==> config.mk <==
export PLATFORM = sky130hd
export DESIGN_NAME = mem_init_engine_flat
export DESIGN_NICKNAME = d
export VERILOG_FILES = /design/src/rtl/mem_init_engine_if.sv /design/src/rtl/mem_init_engine.sv /design/src/flat_wrapper.sv
export SDC_FILE = /design/constraint.sdc
export NUM_CORES = 1
export LEC_CHECK = 0
export ABC_AREA = 1
export BUFFER_PORTS_ARGS = -buffer_cell sky130_fd_sc_hd__buf_2
export CAP_MARGIN = 20
export CORE_UTILIZATION = 40
export CTS_BUF_LIST = sky130_fd_sc_hd__clkbuf_2
export DETAILED_ROUTE_END_ITERATION = 12
export GPL_TIMING_DRIVEN = 1
export SYNTH_ARGS = -nofsm -noshare
export SYNTH_HDL_FRONTEND = slang
export SYNTH_SLANG_ARGS = --single-unit
==> constraint.sdc <==
create_clock -name clock -period 2.31 [get_ports clock]
set_clock_uncertainty 0.15 [all_clocks]
set_input_delay 0.3465 -clock clock [delete_from_list [all_inputs] [get_ports clock]]
set_output_delay 0.3465 -clock clock [all_outputs]
set_load 0.01 [all_outputs]
==> src/rtl/mem_init_engine_if.sv <==
// Bus between the power-on memory initialiser and its ROM / SDRAM / reset-tree neighbours.
// The engine drives the master side; the surrounding top level takes the slave side.
interface mem_init_engine_if #(
    parameter int unsigned AW = 19,
    parameter int unsigned SW = 16,
    parameter int unsigned DW = 8
);
    logic          ready;
    logic          start;
    logic [SW-1:0] srcA;
    logic [DW-1:0] srcQ;
    logic [AW-1:0] memA;
    logic [DW-1:0] memD;
    logic          memWr;
    logic          busy;
    logic          done;

    modport master (
        input  ready, start, srcQ,
        output srcA, memA, memD, memWr, busy, done
    );

    modport slave (
        output ready, start, srcQ,
        input  srcA, memA, memD, memWr, busy, done
    );
endinterface

==> src/rtl/mem_init_engine.sv <==
// Power-on memory initialiser: copies COPYLEN bytes of ROM into SDRAM, then fills the remaining
// destination space with FILL. Stalls on !ready and can be re-run with start once done.
module mem_init_engine #(
    parameter int unsigned   AW      = 19,
    parameter int unsigned   SW      = 16,
    parameter int unsigned   DW      = 8,
    parameter int unsigned   COPYLEN = 65536,
    parameter logic [DW-1:0] FILL    = 8'h00,
    parameter int unsigned   RDLAT   = 1
) (
    input  logic              clock,
    input  logic              reset,
    input  logic              ce,
    mem_init_engine_if.master bus
);

    localparam logic [2:0] StIdle  = 3'd0;
    localparam logic [2:0] StFetch = 3'd1;
    localparam logic [2:0] StWrite = 3'd2;
    localparam logic [2:0] StGap   = 3'd3;
    localparam logic [2:0] StDone  = 3'd4;

    // One extra bit so COPYLEN = 2^AW (no fill phase) is representable.
    localparam logic [AW:0] CopyEnd = (AW+1)'(COPYLEN);
    localparam logic [2:0]  LatLast = 3'(RDLAT - 1);

    logic [2:0]    state_q, state_d;
    logic [AW-1:0] mema_q, mema_d;
    logic [SW-1:0] srca_q, srca_d;
    logic [DW-1:0] memd_q, memd_d;
    logic          memwr_q, memwr_d;
    logic [2:0]    lat_q, lat_d;

    logic [AW-1:0] mema_inc;
    logic          next_copy;

    assign mema_inc  = mema_q + 1'b1;
    assign next_copy = {1'b0, mema_inc} < CopyEnd;

    always_comb begin
        state_d = state_q;
        mema_d  = mema_q;
        srca_d  = srca_q;
        memd_d  = memd_q;
        memwr_d = memwr_q;
        lat_d   = lat_q;
        if (ce) begin
            case (state_q)
                StIdle: begin
                    if (bus.ready) begin
                        state_d = StFetch;
                        mema_d  = '0;
                        srca_d  = '0;
                        lat_d   = '0;
                    end
                end
                StFetch: begin
                    if (bus.ready) begin
                        if (lat_q == LatLast) begin
                            memd_d  = bus.srcQ;
                            memwr_d = 1'b1;
                            lat_d   = '0;
                            state_d = StWrite;
                        end else begin
                            lat_d = lat_q + 3'd1;
                        end
                    end
                end
                StWrite: begin
                    // A write tick cut short by !ready is re-issued as a full tick.
                    if (!bus.ready) begin
                        memwr_d = 1'b0;
                    end else if (!memwr_q) begin
                        memwr_d = 1'b1;
                    end else begin
                        memwr_d = 1'b0;
                        state_d = StGap;
                    end
                end
                StGap: begin
                    if (bus.ready) begin
                        if (&mema_q) begin
                            state_d = StDone;
                        end else begin
                            mema_d = mema_inc;
                            if (next_copy) begin
                                srca_d  = mema_inc[SW-1:0];
                                state_d = StFetch;
                            end else begin
                                memd_d  = FILL;
                                memwr_d = 1'b1;
                                state_d = StWrite;
                            end
                        end
                    end
                end
                StDone: begin
                    if (bus.start) begin
                        state_d = StIdle;
                        mema_d  = '0;
                        srca_d  = '0;
                    end
                end
                default: state_d = StIdle;
            endcase
        end
    end

    always_ff @(posedge clock) begin
        if (!reset) begin
            state_q <= StIdle;
            mema_q  <= '0;
            srca_q  <= '0;
            memd_q  <= '0;
            memwr_q <= 1'b0;
            lat_q   <= '0;
        end else begin
            state_q <= state_d;
            mema_q  <= mema_d;
            srca_q  <= srca_d;
            memd_q  <= memd_d;
            memwr_q <= memwr_d;
            lat_q   <= lat_d;
        end
    end

    assign bus.srcA  = srca_q;
    assign bus.memA  = mema_q;
    assign bus.memD  = memd_q;
    assign bus.memWr = memwr_q;
    assign bus.busy  = (state_q == StFetch) || (state_q == StWrite) || (state_q == StGap);
    assign bus.done  = (state_q == StDone);

endmodule
==> src/flat_wrapper.sv <==
// flat-port wrapper written by rule: the top's interface ports become plain ports
module mem_init_engine_flat 
#(
    parameter int unsigned   AW      = 19,
    parameter int unsigned   SW      = 16,
    parameter int unsigned   DW      = 8,
    parameter int unsigned   COPYLEN = 65536,
    parameter logic [DW-1:0] FILL    = 8'h00,
    parameter int unsigned   RDLAT   = 1
)
  (clock, reset, ce, bus_ready, bus_start, bus_srcQ, bus_srcA, bus_memA, bus_memD, bus_memWr, bus_busy, bus_done);
  mem_init_engine_if #(.AW(AW), .SW(SW), .DW(DW)) bus_i ();
  input  logic clock;
  input  logic reset;
  input  logic ce;
  input wire logic [$bits(bus_i.ready)-1:0] bus_ready;
  input wire logic [$bits(bus_i.start)-1:0] bus_start;
  input wire logic [$bits(bus_i.srcQ)-1:0] bus_srcQ;
  output wire logic [$bits(bus_i.srcA)-1:0] bus_srcA;
  output wire logic [$bits(bus_i.memA)-1:0] bus_memA;
  output wire logic [$bits(bus_i.memD)-1:0] bus_memD;
  output wire logic [$bits(bus_i.memWr)-1:0] bus_memWr;
  output wire logic [$bits(bus_i.busy)-1:0] bus_busy;
  output wire logic [$bits(bus_i.done)-1:0] bus_done;
  assign bus_i.ready = bus_ready;
  assign bus_i.start = bus_start;
  assign bus_i.srcQ = bus_srcQ;
  assign bus_srcA = bus_i.srcA;
  assign bus_memA = bus_i.memA;
  assign bus_memD = bus_i.memD;
  assign bus_memWr = bus_i.memWr;
  assign bus_busy = bus_i.busy;
  assign bus_done = bus_i.done;
  mem_init_engine #(.AW(AW), .SW(SW), .DW(DW), .COPYLEN(COPYLEN), .FILL(FILL), .RDLAT(RDLAT)) u_core (.clock(clock), .reset(reset), .ce(ce), .bus(bus_i));
endmodule
; ---- Word level (Yosys, flattened, before mapping)
; Cells that the tools add are included.
[word_totals]
inputBits = 13
word_cells = 77
out_inout_bits = 46
regBits = 50
[classes]
add_sub_neg = 2
order_cmp = 1
n_mux = 39
reduce_logical = 15
eq_ne = 14
[ops]
columns = op, n
row1 = two-way mux 16 bit, 5
row2 = two-way mux 19 bit, 4
row3 = case mux 19 bit (3 select lines), 1
row4 = case mux 16 bit (3 select lines), 1
row5 = two-way mux 8 bit, 5
row6 = two-way mux 3 bit, 11
row7 = AND reduction 7 bit, 3
row8 = "adder 19 x 1 -> 19 bit, second input constant", 1
row9 = "less-than comparator 19 x 17 -> 1 bit, second input constant", 1
row10 = AND reduction 19 bit, 1
row11 = case mux 8 bit (2 select lines), 1
row12 = case mux 3 bit (5 select lines), 1
row13 = "inequality test 2 bit, second input constant", 7
row14 = AND reduction 8 bit, 1
row15 = two-way mux 1 bit, 7
row16 = "equality test 3 x 2 -> 1 bit, second input constant", 2
row17 = zero test 3 bit, 2
row18 = "inequality test 2 x 1 -> 1 bit, second input constant", 3
row19 = case mux 3 bit (2 select lines), 1
row20 = AND reduction 6 bit, 1
row21 = nonzero test 3 bit, 2
row22 = AND reduction 4 bit, 1
row23 = nonzero test 2 bit, 2
row24 = "adder 3 x 1 -> 3 bit, second input constant", 1
row25 = 5 further kinds, 6

; ---- Logic depth before layout (Yosys ltp)
[logic_depth]
depth_word = 6
mapped_depth = 14

; ---- Least setup slack after synthesis
; Ideal clock, no wire load.
[synth_path]
kind = reg2reg
start = register u_core.mema_q[0] (netlist: u_core.bus.memA[0])
end = register u_core.srca_q[4] (netlist: u_core.bus.srcA[4])
setup_slack_ns = 0.279
arrival_time_ns = 1.768
required_time_ns = 2.047
period_less_slack_ns = 2.031
n_path_buf = 1
stages_incl_launch_ff = 14
cell_sequence = dfxtp_1 ha_1 nand2_2 nor2_4 nand2_2 nor2_2 nand2_1 nand2_1 nand3_2 nand2_2 nand2_4 buf_6 o21ai_1 nor2_1
[synth_between]
elab_chain_cells = 5
[synth_lines]
columns = element, line_no
row1 = "start, declared", mem_init_engine.sv:28  ; logic [AW-1:0] mema_q, mema_d;
row2 = "start signal, assigned", mem_init_engine.sv:119  ; mema_q <= mema_d;
row3 = branches (longest 5 deep; another with adder 19 x 1 -> 19 bit), n/a
row4 = "end signal, assigned", mem_init_engine.sv:120  ; srca_q <= srca_d;
row5 = "end, declared", mem_init_engine.sv:29  ; logic [SW-1:0] srca_q, srca_d;
; Parallel ways; which one is timed is not known. The select of a mux whose other input is x is not followed.
; A chain may end at the register's enable or synchronous reset.

; ---- Worst setup path in the final report
[layout_path]
start = register u_core.mema_q[0] (netlist: u_core.bus.memA[0])
end = register u_core.srca_q[2] (netlist: u_core.bus.srcA[2])
; Same word-level chain as after synthesis.

==> qor.txt <==
largest net degree at the start of global routing = 30
switching power = 0.000721 W
Syn Area/Cell = 6.72 um^2
clk slew on worst S/H paths = 0.26 ns
CTS tree = built
CP max FO = 16
Seq/Total Area, Yosys = 39.4%
Slew Viols, Final = 0
Initial Utilization = 42.2%
worst setup path endpoint = u_core.bus.srcA[2]
R2R setup slack = 0.19 ns
Root Buffer Master = clkbuf_2
input/output buffers = 58
post-synthesis simple-gate area fraction = 30.8%
RSZ-0062 raised after global routing = false
LEAKAGE = 1.48 nW
Final Cycle Share = 91.8%
Final Cell Area = 3180 um^2
Layout Cells excl Fill = 533
Pint = 0.00139 W
Tmin final = 2.12 ns
status = complete, no violations
Combinational Power Share = 29.9%
Util after Layout = 52.8%
worst-case reg-to-reg path depth = 12
Yosys reg bits = 50
GP Congestion = 0.967
crit start category = flip-flop
final worst setup slack = 0.190 ns
Die ar. = 6680 um^2
H-tree depth = 2
CP dominant cell by count = nand2_2
Worst VDD drop = 0.000322 V
Buf/Inv on CP = 0
first-pass GRT wire length = 10600 um
gr busiest metal = met2
yosys warns = 0
Fmax = 0.472 GHz
syn_nets = 394
Post-Route WL = 6640 um
largest family of logic cells by synthesized area = simple AND/OR/NAND/NOR gates
Placed Area = 2990 um^2
final hold vios = 0
Power Dens Cells = 664 nW/um^2
via count = 2641
Num CTS Buffers = 5
DR iter-0 viols = 160
Post-layout nets = 474
Clk network pwr share = 21.0%
Clock Tree Buf Depth = 2
core area = 6030 um^2
die height = 81.7 um
antenna-violating nets left = 0
number of vias per cell = 4.95
Max-Cap Viols = 0
CP top delay family = simple AND/OR/NAND/NOR gates
final setup vio count = 0
vias in the first global route = 2308
CP cell instances = ha_1 -> nand2_2 -> nor2_4 -> nand2_2 -> nor2_2 -> nand2_1 -> nand2_1 -> nand3_2 -> nand2_2 -> nand2_8 -> o21ai_0 -> nor2_1
DP HPWL = 4870 um
# rows = 28
hold_sp = reset
Crit-path slowest cell = dfxtp_2
grt ovf = 0
reg2reg end = u_core.bus.srcA[2]
initial antenna violation count = 0
Hold Crit Depth = 3
Worst slew margin = 63.5%
Netlist cell types = 27
Crit. path cell count = 12
CTS sink count = 50
post-synthesis xor/xnor area fraction = 0.689%
critical path required time = 2.49 ns
chip width = 81.7 um
drt drc = 0
Post-Route Setup TNS = 0 ns
clock latency on the worst-skew pair = 0.42 ns
worst path arrival time = 2.30 ns
adder-cell area share of the yosys netlist = 1.48%
most common cell after layout, fill and taps aside = nand2_1
met3 Use GR = 4.33%
Mapped Cells = 378
Ports = 59
met2 GRT Util = 32.4%
Flop pwr share = 49.1%
Slew @ Worst Pin = 0.547 ns
Antenna Cells = 0
start point of the critical path = u_core.bus.memA[0]
Compound-Gate Fraction of Synth Area = 18.0%
GR Util All Layers = 20.9%
DR pass1 iterations = 4
placed cells = 515
synthesized area = 2540 um^2
switch share = 34.1%
Setup crit end kind = flip-flop
RR Startpoint = u_core.bus.memA[0]
global routing usage on met1 = 29.2%
P&R area growth vs syn = 25.3%
HP Class = input port to flip-flop
Worst Path Class, Setup = flip-flop to flip-flop
drt wl/cell = 12.5 um
share of layout cells above drive strength 1 = 23.4%
Critical Path Max Stage Delay = 0.39 ns
mux contribution to synthesized area = 0%
most frequent cells in the layout = nand2_1, buf_2, inv_1, dfxtp_1, a21oi_1
pre-CTS setup slack = -0.0742 ns
-- sequential cells by signal (all words and copies together), names as in the netlist --
| name | flops |
|---|---|
| u_core.bus.memD | 8 |
| u_core.bus.memA | 19 |
| u_core.state_q | 3 |
| u_core.bus.memWr | 1 |
| u_core.bus.srcA | 16 |
| u_core.lat_q | 3 |
-- cell usage after synthesis --
master,n,area [um^2]
o211a_1,1,10.0
buf_1,1,3.75
nand2_2,3,18.8
nor2_2,5,31.3
nand3_2,3,30.0
nand3_1,23,115
xor2_1,2,17.5
o21ai_1,2,10.0
buf_2,5,25.0
a21oi_1,45,225
dfxtp_1,50,1000
a31oi_1,1,6.26
nor2_1,43,161
o21bai_1,3,22.5
nand2_4,2,22.5
o21ai_0,35,175
inv_2,2,7.51
nor3_1,4,20.0
ha_1,3,37.5
buf_6,2,22.5
inv_1,47,176
nand2_1,85,319
nand4_1,4,25.0
nor3_4,1,16.3
clkbuf_1,3,11.3
a211oi_1,1,7.51
nor2_4,2,22.5
-- tightest hold or removal path, cell delays in order --
cell,delay [ns]
buf_2,0.21
o21ai_0,0.12
a21oi_1,0.05
-- power groups by stage --
stage,combinational (W),clock (W),sequential [W]
finish,0.000633,0.000444,0.00104
global route,0.000720,0.000496,0.00105
CTS,0.000622,0.000463,0.00104
detailed placement,0.000600,0,0.00106
global placement,0.000594,0,0.00105
floorplan,0.000328,0,0.00111
-- what timing repair did --
item                       CTS  global route
hold buffers                 8             0
buffers inserted             0             3
gates resized for setup      3            11
setup endpoints to repair   16            31
hold endpoints to repair     8             0
pin swaps                    0             2
-- layer usage --
layer  part of all wire, %  vias up
met1                    50     1189
li1                      -     1380
met2                    44       68
met3                   5.8        4
met5                     0        -
met4                  0.47        0
-- metrics by stage --
| step | hold slack (ns) | power, W |
|---|---|---|
| floorplan | 0.308 | 0.00144 |
| global placement | 0.297 | 0.00165 |
| detailed placement | 0.302 | 0.00166 |
| CTS | 0.129 | 0.00212 |
| global route | 0.121 | 0.00227 |
| finish | 0.157 | 0.00212 |
-- worst min path at each step --
| stage | slack [ns] | to |
|---|---|---|
| 2_1_floorplan | 0.31 | u_core.lat_q[1] |
| 3_3_place_gp | 0.30 | u_core.bus.memD[2] |
| 3_5_place_dp | 0.30 | u_core.bus.memD[7] |
| 4_1_cts | 0.13 | u_core.bus.memA[7] |
| 5_1_grt | 0.12 | u_core.bus.memA[3] |
| 6_report | 0.16 | u_core.bus.memA[3] |
-- cell families after synthesis --
group / count (synthesis)
adder cells (fa/ha/maj): 3
AO/OA/AOI/OAI: 88
flip-flops: 50
XOR/XNOR: 2
AND/OR/NAND/NOR: 175
buffers and inverters: 60
-- layout make-up --
type                    instances  area, um^2
multi-input cells             268        1320
clock buffers                   5        25.0
fillers                       641        2840
clock inverters                 2        33.8
inverters                      49         189
well taps                      75        93.8
repair buffers                 84         518
flip-flops and latches         50        1010
No activity file was read; power rests on OpenSTA's default activity.
